### src/rtl/seq_step_ctrl.sv
// Command sequencer for the scrambled 16-state up/down counter: runs LOAD, STEP
// and SEEK commands, paces CE pulses by a programmable divider and reports status.
module seq_step_ctrl #(
    parameter int CNT_W    = 5,
    parameter int DIV_W    = 8,
    parameter int MAX_SEEK = 16
) (
    input  logic             clk,
    input  logic             rst_n,
    input  logic             cmd_valid,
    output logic             cmd_ready,
    input  logic [1:0]       cmd_op,
    input  logic             cmd_dir,
    input  logic [CNT_W-1:0] cmd_arg,
    input  logic [DIV_W-1:0] div,
    input  logic             abort,
    input  logic [3:0]       fsm_data,
    output logic             fsm_ce,
    output logic             fsm_up,
    output logic             fsm_load,
    output logic [3:0]       fsm_dat,
    output logic             busy,
    output logic             done,
    output logic             timeout,
    output logic [CNT_W-1:0] steps_done
);

    typedef enum logic [2:0] {
        S_IDLE,
        S_LDO,
        S_WAIT,
        S_PULSE,
        S_CHECK,
        S_FIN
    } state_t;

    localparam logic [1:0]       OP_NOP  = 2'b00;
    localparam logic [1:0]       OP_LOAD = 2'b01;
    localparam logic [1:0]       OP_STEP = 2'b10;
    localparam logic [1:0]       OP_SEEK = 2'b11;
    localparam logic [CNT_W-1:0] MAX_CNT = CNT_W'(MAX_SEEK);

    state_t           state;
    state_t           state_nxt;
    logic [1:0]       op_q;
    logic [CNT_W-1:0] arg_q;
    logic [DIV_W-1:0] div_q;
    logic [DIV_W-1:0] wait_cnt;
    logic             accept;
    logic             seek_expire;
    state_t           pace_state;

    assign accept = cmd_valid && (state == S_IDLE);

    // A zero divider skips WAIT entirely so the step period stays DIV+2.
    assign pace_state = (div_q == '0) ? S_PULSE : S_WAIT;

    assign seek_expire = (state == S_CHECK) && !abort && (op_q == OP_SEEK) &&
                         (fsm_data != arg_q[3:0]) && (steps_done == MAX_CNT);

    always_ff @(posedge clk or negedge rst_n) begin
        if (!rst_n) begin
            state <= S_IDLE;
        end else begin
            state <= state_nxt;
        end
    end

    always_comb begin
        state_nxt = state;
        case (state)
            S_IDLE: begin
                if (accept) begin
                    case (cmd_op)
                        OP_NOP:  state_nxt = S_FIN;
                        OP_LOAD: state_nxt = S_LDO;
                        OP_STEP: begin
                            if (cmd_arg == '0)
                                state_nxt = S_FIN;
                            else if (div == '0)
                                state_nxt = S_PULSE;
                            else
                                state_nxt = S_WAIT;
                        end
                        default: state_nxt = S_CHECK;
                    endcase
                end
            end
            S_LDO: state_nxt = S_FIN;
            S_WAIT: begin
                if (abort)
                    state_nxt = S_FIN;
                else if (wait_cnt == div_q - DIV_W'(1))
                    state_nxt = S_PULSE;
            end
            S_PULSE: state_nxt = abort ? S_FIN : S_CHECK;
            S_CHECK: begin
                if (abort) begin
                    state_nxt = S_FIN;
                end else if (op_q == OP_STEP) begin
                    state_nxt = (steps_done == arg_q) ? S_FIN : pace_state;
                end else if (fsm_data == arg_q[3:0]) begin
                    state_nxt = S_FIN;
                end else if (steps_done == MAX_CNT) begin
                    state_nxt = S_FIN;
                end else begin
                    state_nxt = pace_state;
                end
            end
            S_FIN:   state_nxt = S_IDLE;
            default: state_nxt = S_IDLE;
        endcase
    end

    // Command fields, direction and status live from one accept to the next.
    always_ff @(posedge clk or negedge rst_n) begin
        if (!rst_n) begin
            op_q       <= OP_NOP;
            arg_q      <= '0;
            div_q      <= '0;
            fsm_up     <= 1'b0;
            steps_done <= '0;
            timeout    <= 1'b0;
        end else if (accept) begin
            op_q       <= cmd_op;
            arg_q      <= cmd_arg;
            div_q      <= div;
            fsm_up     <= cmd_dir;
            steps_done <= '0;
            timeout    <= 1'b0;
        end else begin
            if (state == S_PULSE)
                steps_done <= steps_done + CNT_W'(1);
            if (seek_expire)
                timeout <= 1'b1;
        end
    end

    always_ff @(posedge clk or negedge rst_n) begin
        if (!rst_n) begin
            wait_cnt <= '0;
        end else if (state == S_WAIT) begin
            wait_cnt <= wait_cnt + DIV_W'(1);
        end else begin
            wait_cnt <= '0;
        end
    end

    assign cmd_ready = (state == S_IDLE);
    assign busy      = (state != S_IDLE);
    assign done      = (state == S_FIN);
    assign fsm_ce    = (state == S_PULSE);
    assign fsm_load  = (state == S_LDO);
    assign fsm_dat   = (state == S_LDO) ? arg_q[3:0] : 4'h0;

endmodule

### config.mk
export PLATFORM = sky130hd
export DESIGN_NAME = seq_step_ctrl
export DESIGN_NICKNAME = d
export VERILOG_FILES = /design/src/rtl/seq_step_ctrl.sv
export SDC_FILE = /design/constraint.sdc
export NUM_CORES = 1
export LEC_CHECK = 0
export BUFFER_PORTS_ARGS = -buffer_cell sky130_fd_sc_hd__buf_2
export CORE_MARGIN = 10
export CORE_UTILIZATION = 39
export DETAILED_ROUTE_END_ITERATION = 8
export PLACE_DENSITY = 0.67
export SLEW_MARGIN = 0
export SYNTH_ARGS = -nofsm -noshare
export SYNTH_HDL_FRONTEND = slang
export SYNTH_SLANG_ARGS = --single-unit
export TNS_END_PERCENT = 20
### constraint.sdc
create_clock -name clk -period 2.31 [get_ports clk]
set_input_delay 0.462 -clock clk [delete_from_list [all_inputs] [get_ports clk]]
set_output_delay 0.462 -clock clk [all_outputs]
set_load 0.01 [all_outputs]
=== Word level (Yosys, flattened, before mapping) ===
Cells that the tools add are included.
Widths: inputs -> output; s select.

* Register bits: 33
* Output and inout bits: 16
* Word-level logic and storage cells: 62

* Add/sub/neg operators: 3
* Eq/ne operators: 16
* Multiplexer cells: 20
* Reduce and logical (&&, ||, !) cells: 15

{| class="wikitable"
|+ Operator list
! cell !! count
|-
| $mux 3 || 9
|-
| $logic_not 8->1 || 2
|-
| $pmux 3 s5 || 1
|-
| $mux 5 || 2
|-
| $pmux 3 s3 || 1
|-
| $add 8x1->8 const B || 1
|-
| $eq 8x8->1 || 1
|-
| $mux 8 || 1
|-
| $sub 8x1->8 const B || 1
|-
| $eq 2x2->1 const B || 3
|-
| $eq 3x2->1 const B || 2
|-
| $eq 3x3->1 const B || 2
|-
| $add 5x1->5 const B || 1
|-
| $eq 5x5->1 || 1
|-
| $eq 5x5->1 const B || 1
|-
| $logic_and 1x1->1 || 5
|-
| $logic_not 5->1 || 1
|-
| $mux 1 || 5
|-
| $eq 4x4->1 || 1
|-
| $mux 4 || 1
|-
| $ne 4x4->1 || 1
|-
| $reduce_bool 2->1 || 2
|-
| $eq 3x1->1 const B || 1
|-
| $logic_not 3->1 || 1
|-
| 7 further kinds || 7
|}

=== Depth between registers and ports, before layout ===
Gate-level depths: netlist of run 1.

* Depth in word-level cells: 7
* Gate-level depth with buffers: 8
* Gate-level depth less buffers: 7

=== Least setup slack after synthesis of run 1 ===
No wires, ideal clock.

* Kind: register to register
* From: register state[1]
* To: register arg_q[0]
* Setup time: 0.125 ns
* Data arrival time: 1.835 ns
* Data required time: 2.185 ns
* Slack: 0.350 ns
* Cell stages (with the launch flop): 8
* Period minus slack after synthesis: 1.960 ns
* Cells stage by stage: dfrtp_1 > buf_2 > or3_1 > inv_1 > and2_1 > buf_2 > buf_4 > mux2_2

* Word-level cells in the longest chain between the ends: 2

{| class="wikitable"
|+ RTL lines
! element !! RTL line !! RTL
|-
| start, declared || 43 || <nowiki>state_t state;</nowiki>
|-
| start signal, assigned || 65 || <nowiki>state <= state_nxt;</nowiki>
|-
| $logic_not 3->1 || n/a ||
|-
| named net cmd_ready || 11 || <nowiki>output logic cmd_ready,</nowiki>
|-
| $logic_and 1x1->1 || 53 || <nowiki>assign accept = cmd_valid && (state == S_IDLE);</nowiki>
|-
| end signal, assigned || 126 || <nowiki>arg_q <= cmd_arg;</nowiki>
|-
| end, declared || 46 || <nowiki>logic [CNT_W-1:0] arg_q;</nowiki>
|}

The timed path passes the listed nets, and every way through them passes these cells.
A chain may end at the register's enable or synchronous reset.

=== Final worst setup path of run 1 ===
* From: register state[2]
* To: output port fsm_dat[2]

* Word-level cells in the longest chain between the ends: 2

{| class="wikitable"
|+ RTL lines
! element !! RTL line !! RTL
|-
| $eq 3x1->1 || 154 || <nowiki>assign fsm_dat = (state == S_LDO) ? arg_q[3:0] : 4'h0;</nowiki>
|-
| $mux 4 || 154 ||
|-
| end, declared || 21 || <nowiki>output logic [3:0] fsm_dat,</nowiki>
|}

Every way passes these cells.

==> out/qor.csv, run 1 <==
stage,metric,value,unit
timing,# setup viols final,0,
cts,post-cts repair resize count,0,
floorplan,Die Ht,90.5,µm
drt,first-pass iteration count of the detailed router,4,
place,RePlAce Congestion,0.814,
synthesis,ys async rst share,1.00,
floorplan,DIE WIDTH,90.5,µm
global_route,global routing usage on met2,0.171,
drt,via count,1518,
run_status,status,finished clean,
setup_path,CP cell instances,"buf_4, nor3b_1, and2_1, buf_2",
finish,cell area after layout,2310,µm²
global_route,first-pass GRT wire length,7.37,mm
global_route,initial antenna violation count,0,
drt,vias per cell,5.06,
synthesis,share of the yosys chip area belonging to registers,0.426,
timing,Max Slew Vio Count,0,
drt,DR iter-0 viols,77,
setup_path,CP bufs+invs,2,
timing,Period minus WS final,1.99,ns
finish,Nets,261,
synthesis,main combinational cell family by area after synthesis,simple AND/OR/NAND/NOR gates,
timing,achievable clock frequency,0.502,GHz
synthesis,Post-synth EDFFs,0,
setup_path,Critical Path End Type,output port,
setup_path,Top delay family on crit path,simple AND/OR/NAND/NOR gates,
synthesis,post-synthesis simple-gate area fraction,0.208,
synthesis,Syn. warnings,0,
floorplan,Ports,40,
place,Post-Place Worst Slack,0.309,ns
global_route,met3 usage,0.0258,
setup_path,Max stage delay on crit path,0.39,ns
global_route,all-layer global routing usage,0.108,
timing,fin crit share,0.862,
drt,final wirelength,4.38,mm
setup_path,crit path max fanout,10,
floorplan,Std-Cell Rows,25,
cts,Post-CTS Setup Bufs,0,
synthesis,Synth Flop Type,dfrtp_1,
power_and_ir_drop,worst vdd ir,649,µV
hold_path,min-delay worst type,in2async,
synthesis,#FFs+latches synth,33,
cts,CTS tree,yes,
timing,TNS Setup,0,ns
synthesis,Netlist cell types,39,
place,placed wire-length estimate,3.33,mm
floorplan,CORE AREA,4790,µm²
synthesis,Synth Area per Inst,10.1,µm²
power_and_ir_drop,leakage power,1.07,nW
timing,Worst slew margin,0.502,
floorplan,starting density of the core,0.405,
synthesis,most common cell in the netlist,dfrtp_1,
synthesis,synth cell count leaders,"33 x dfrtp_1, 21 x nor2_1, 21 x xor2_1",
setup_path,"Data required, critical path",1.85,ns
drt,WL/cell,14.6,µm
cts,clk buf depth,2,
synthesis,syn nets,222,
floorplan,die area,8200,µm²
synthesis,Synth area leader,dfrtp_1,
power_and_ir_drop,PD cells,1150,nW/µm²
cts,cts bufs inserted,5,
cts,# hold bufs at CTS,0,
global_route,met1 usage,0.138,
finish,layout cells sized above 1,0.296,
cts,root buffer cell,clkbuf_8,
synthesis,Synth area leaders,"dfrtp_1 43%, xor2_1 9.5%, mux2_2 8.7%",
cts,H-tree depth,2,
global_route,vias in the first global route,1560,
place,post-placement cell area,2210,µm²
run,Max-Cap Viols,0,
finish,Diodes inserted,0,
drt,number of routed nets with antenna violations,0,
synthesis,Yosys top cell area share,0.426,
synthesis,mapped cell area,1940,µm²
setup_path,CP max-delay cell,dfrtp_1,
finish,# fillers,443,
timing,min setup slack post-route,0.318,ns
global_route,grt peak-use layer,met2,
cts,Worst-Skew Late Latency,0.28,ns
synthesis,Post-Synth Adder-Cell Area,0.0322,
setup_path,Worst EP arrival,1.53,ns
setup_path,Crit Path Class,reg2out,
timing,Final Hold Vio Count,0,
timing,RSZ-0062 raised after global routing,false,
global_route,largest net degree at the start of global routing,34,
synthesis,mux contribution to synthesized area,0.0870,
global_route,grt ovf,0,
finish,Area growth syn-to-layout,18.9,%
timing,clock skew,0.00952,ns
timing,Worst Max-Slew Pin Slew,0.747,ns
place,number of port buffers,39,
synthesis,post-synthesis xor/xnor area fraction,0.131,
cts,"CTS clk-pin slew, worst paths",0.07,ns
synthesis,Mapped Cells,193,
drt,# DRC,0,
cts,CTS sink count,33,
setup_path,Worst setup SP type,flip-flop,
synthesis,area fraction in compound gates after synthesis,0.0799,
per-layer routing:
metal,vias up,wire [µm]
li1,757,-
met1,725,2120
met2,32,2070
met3,4,118
met4,0,72
met5,-,0
worst reg2reg max path, delay by kind of cell, from the launching register on:
| kind | cells | cell delay (ns) |
|---|---|---|
| AO/OA/AOI/OAI | 3 | 0.47 |
| flip-flops | 1 | 0.45 |
| AND/OR/NAND/NOR | 2 | 0.96 |
placed cells by master (no fill, tap or decap), types with 5 or more instances in the layout:
master / instances
a21oi_1: 5
and2_1: 5
buf_2: 39
clkbuf_8: 7
dfrtp_1: 33
ha_1: 5
inv_1: 8
mux2_2: 15
nand2_1: 6
nand3_1: 7
nor2_1: 21
nor4_1: 6
o21ai_0: 6
xnor2_1: 8
xor2_1: 21
worst paths after layout:
path	slack (ns)	depth (start not counted)	to	from
worst min register to register	0.51	1	fsm_up	fsm_up
max in group asynchronous	1.59	1	div_q[7]	rst_n
worst min-delay path	0.25	1	arg_q[1]	rst_n
worst max register to register	0.36	5	state[0]	div_q[2]
min in group clk	0.40	3	div_q[1]	div[1]
worst max-delay path	0.32	4	fsm_dat[2]	state[2]
state kept, by name, indices dropped and copies added (netlist names):
signal      cells
arg_q           5
div_q           8
fsm_up          1
op_q            2
state           3
steps_done      5
timeout         1
wait_cnt        8
layout make-up:
type / instances / area (µm²) / area share
clock inverters: 1 / 5.00 / 0.00217
inverters: 8 / 30.0 / 0.0130
repair buffers: 41 / 223 / 0.0965
multi-input cells: 143 / 1040 / 0.452
clock buffers: 7 / 96.3 / 0.0418
flip-flops and latches: 33 / 826 / 0.358
well taps: 67 / 83.8 / 0.0363
kinds of logic after synthesis:
kind of cell | Yosys count
xor+xnor | 29
simple gates | 72
compound gates | 22
flops | 33
fa+ha+maj | 5
mux | 15
buf+inv | 17
stage by stage:
stage / hold slack (ns) / std cells / utilization / power [mW]
after floorplan: 0.166 / 193 / - / 1.85
after CTS: 0.256 / 300 / 0.482 / 2.67
after detailed placement: 0.496 / 292 / 0.461 / 2.19
after global routing: 0.290 / 300 / 0.482 / 2.87
after global placement: 0.488 / 292 / 0.461 / 2.18
final: 0.245 / 300 / 0.482 / 2.65
report_power, final:
| part | internal [mW] | switching, mW |
|---|---|---|
| clock network | 0.269 | 0.205 |
| logic | 0.584 | 0.563 |
| registers | 0.773 | 0.258 |
(Power assumes the default switching activity.)
==> run 2: changes to the inputs <==
--- a/config.mk
+++ b/config.mk
@@ -5,10 +5,13 @@
 export SDC_FILE = /design/constraint.sdc
 export NUM_CORES = 1
 export LEC_CHECK = 0
+export ABC_AREA = 1
 export BUFFER_PORTS_ARGS = -buffer_cell sky130_fd_sc_hd__buf_2
+export CORE_ASPECT_RATIO = 1.2
 export CORE_MARGIN = 10
 export CORE_UTILIZATION = 39
 export DETAILED_ROUTE_END_ITERATION = 8
+export GPL_TIMING_DRIVEN = 1
 export PLACE_DENSITY = 0.67
 export SLEW_MARGIN = 0
 export SYNTH_ARGS = -nofsm -noshare
==> run 2 against run 1 <==
Net effect:
- clock skew fell by 0.0046 ns
- first-iteration DRC count shrank 34%
- clock-buffer cell count did not move
==> out/qor.csv, run 2 <==
stage,metric,value,unit
setup_path,Critical Path End Type,output port,
synthesis,Synth Flop Type,dfrtp_1,
power_and_ir_drop,Sw Pwr,1.24,mW
timing,fin crit share,0.882,
setup_path,most used cell along the critical path,inv_1,
floorplan,Die Ht,100,µm
drt,first-pass iteration count of the detailed router,4,
power_and_ir_drop,combinational share of power,0.462,
drt,DR iter-0 viols,51,
drt,vias per cell,4.82,
global_route,largest net degree at the start of global routing,34,
floorplan,die area,8690,µm²
synthesis,#FFs+latches synth,33,
setup_path,"Data required, critical path",1.85,ns
setup_path,Max stage delay on crit path,0.43,ns
synthesis,Synth area leader,dfrtp_1,
place,RePlAce Congestion,0.862,
synthesis,Syn. warnings,0,
timing,Max Slew Vio Count,0,
finish,layout cells sized above 1,0.172,
cts,"CTS clk-pin slew, worst paths",0.07,ns
setup_path,CP max-delay cell,dfrtp_1,
global_route,first-pass GRT wire length,9.16,mm
cts,H-tree depth,2,
timing,RSZ-0062 raised after global routing,false,
cts,clk buf depth,2,
power_and_ir_drop,leakage power,1.31,nW
global_route,all-layer global routing usage,0.129,
power_and_ir_drop,Reg power frac,0.340,
cts,Post-CTS Setup Bufs,0,
floorplan,Std-Cell Rows,29,
finish,most frequent cells in the layout,"94 x nand2_1, 46 x nor2_1, 45 x inv_1",
timing,achievable clock frequency,0.491,GHz
synthesis,Netlist cell types,24,
power_and_ir_drop,switching share of power,0.435,
place,placed wire-length estimate,4.38,mm
synthesis,mapped cell area,2090,µm²
synthesis,Synth Area per Inst,6.73,µm²
finish,Diodes inserted,0,
synthesis,Synth area leaders,"dfrtp_1 40%, nand2_1 17%, nor2_1 8.3%",
synthesis,Yosys top cell area share,0.396,
drt,number of routed nets with antenna violations,0,
global_route,initial antenna violation count,0,
cts,CTS tree,yes,
timing,# setup viols final,0,
timing,clock skew,0.00487,ns
run_status,status,finished clean,
global_route,vias in the first global route,2031,
timing,Period minus WS final,2.04,ns
floorplan,Ports,40,
cts,CTS sink count,33,
finish,# fillers,559,
floorplan,starting density of the core,0.399,
finish,"commonest non-fill, non-tap cell in the layout",nand2_1,
cts,# hold bufs at CTS,0,
synthesis,most common cell in the netlist,nand2_1,
timing,TNS Setup,0,ns
finish,Final Non-Filler Cells,417,
drt,WL/cell,12.9,µm
power_and_ir_drop,Clk pwr share,0.198,
synthesis,synth cell count leaders,"94 x nand2_1, 46 x nor2_1, 45 x inv_1",
synthesis,ys async rst share,1.00,
cts,post-cts repair resize count,0,
place,Placed Cells,409,
setup_path,crit path max fanout,5,
synthesis,share of the yosys chip area belonging to registers,0.396,
drt,final wirelength,5.40,mm
setup_path,CP cell instances,"inv_1, nor3_1, inv_1, nor2_1, buf_2",
run,Max-Cap Viols,0,
setup_path,Worst R2R Path Depth,12,
setup_path,r2r setup slk,0.61,ns
setup_path,Worst EP arrival,1.58,ns
drt,# DRC,0,
synthesis,Post-synth EDFFs,0,
global_route,grt ovf,0,
timing,Final Hold Vio Count,0,
power_and_ir_drop,Internal,1.61,mW
cts,Worst-Skew Late Latency,0.28,ns
setup_path,Crit Path Class,reg2out,
power_and_ir_drop,PD cells,1150,nW/µm²
drt,via count,2011,
cts,cts bufs inserted,5,
synthesis,Mapped Cells,310,
finish,top flop regs,"div_q: 8 flops, wait_cnt: 8 flops",
setup_path,Worst setup SP type,flip-flop,
cts,root buffer cell,clkbuf_8,
floorplan,CORE AREA,5230,µm²
timing,Worst Max-Slew Pin Slew,0.762,ns
finish,Nets,383,
floorplan,DIE WIDTH,86.8,µm
place,number of port buffers,39,
timing,Worst slew margin,0.492,
hold_path,min-delay worst type,in2async,
power_and_ir_drop,worst vdd ir,475,µV
finish,Area growth syn-to-layout,18.9,%
synthesis,syn nets,339,
-- run 2: changes by cell type after synthesis, moves of 6 or more --
cell,before,now
inv_1,8,45
mux2_2,15,0
nand2_1,6,94
nor2_1,21,46
nor4_1,6,0
o21ai_0,6,26
xor2_1,21,2
-- run 2: metrics by stage --
step | area, µm² | total power, mW | setup slack (ns) | utilization | hold WS (ns)
after floorplan | 2090 | 1.90 | 0.694 | - | 0.166
after global placement | 2360 | 2.27 | 0.588 | 0.452 | 0.457
after detailed placement | 2360 | 2.31 | 0.550 | 0.452 | 0.470
after CTS | 2480 | 2.88 | 0.235 | 0.475 | 0.279
after global routing | 2480 | 3.15 | 0.0966 | 0.475 | 0.298
final | 2480 | 2.85 | 0.272 | 0.475 | 0.248
-- run 2: layout make-up --
| cell class | count | area, µm² | share of cell area |
|---|---|---|---|
| inverters | 50 | 188 | 0.0757 |
| clock buffers | 7 | 86.3 | 0.0348 |
| well taps | 62 | 77.6 | 0.0313 |
| multi-input cells | 224 | 1060 | 0.426 |
| clock inverters | 1 | 30.0 | 0.0121 |
| flip-flops and latches | 33 | 826 | 0.333 |
| repair buffers | 40 | 215 | 0.0868 |
-- run 2: power groups by stage --
stage / sequential [mW] / combinational, mW / clock (mW)
2_1_floorplan: 0.938 / 0.965 / 0
3_3_place_gp: 0.972 / 1.30 / 0
3_5_place_dp: 0.980 / 1.33 / 0
4_1_cts: 0.970 / 1.34 / 0.577
5_1_grt: 0.994 / 1.54 / 0.613
6_report: 0.971 / 1.32 / 0.565
-- run 2: worst paths after layout --
kind,to,from
max in group asynchronous,wait_cnt[1],rst_n
min in group clk,fsm_up,cmd_dir
worst max-delay path,fsm_dat[1],state[0]
worst min register to register,fsm_up,fsm_up
worst max register to register,state[2],div_q[0]
worst min-delay path,div_q[3],rst_n
-- run 2: worst max-delay path, delay by kind of cell (launching register included) --
family	cells	cell delay (ns)
buf+inv	3	0.44
flops	1	0.43
simple gates	2	0.43
-- run 2: cell families (layout without fill, tap and decap cells) --
| logic type | after synthesis | after routing | share of synthesized area |
|---|---|---|---|
| compound gates | 42 | 42 | 0.104 |
| xor+xnor | 7 | 7 | 0.0360 |
| fa+ha+maj | 5 | 5 | 0.0300 |
| buf+inv | 53 | 98 | 0.0972 |
| flops | 33 | 33 | 0.396 |
| simple gates | 170 | 170 | 0.337 |
-- run 2: routing by layer --
| metal | wire length [µm] | GRT usage |
|---|---|---|
| met5 | 0 | 0 |
| met3 | 293 | 0.0421 |
| met4 | 89 | 0.0375 |
| met1 | 2300 | 0.145 |
| met2 | 2710 | 0.226 |
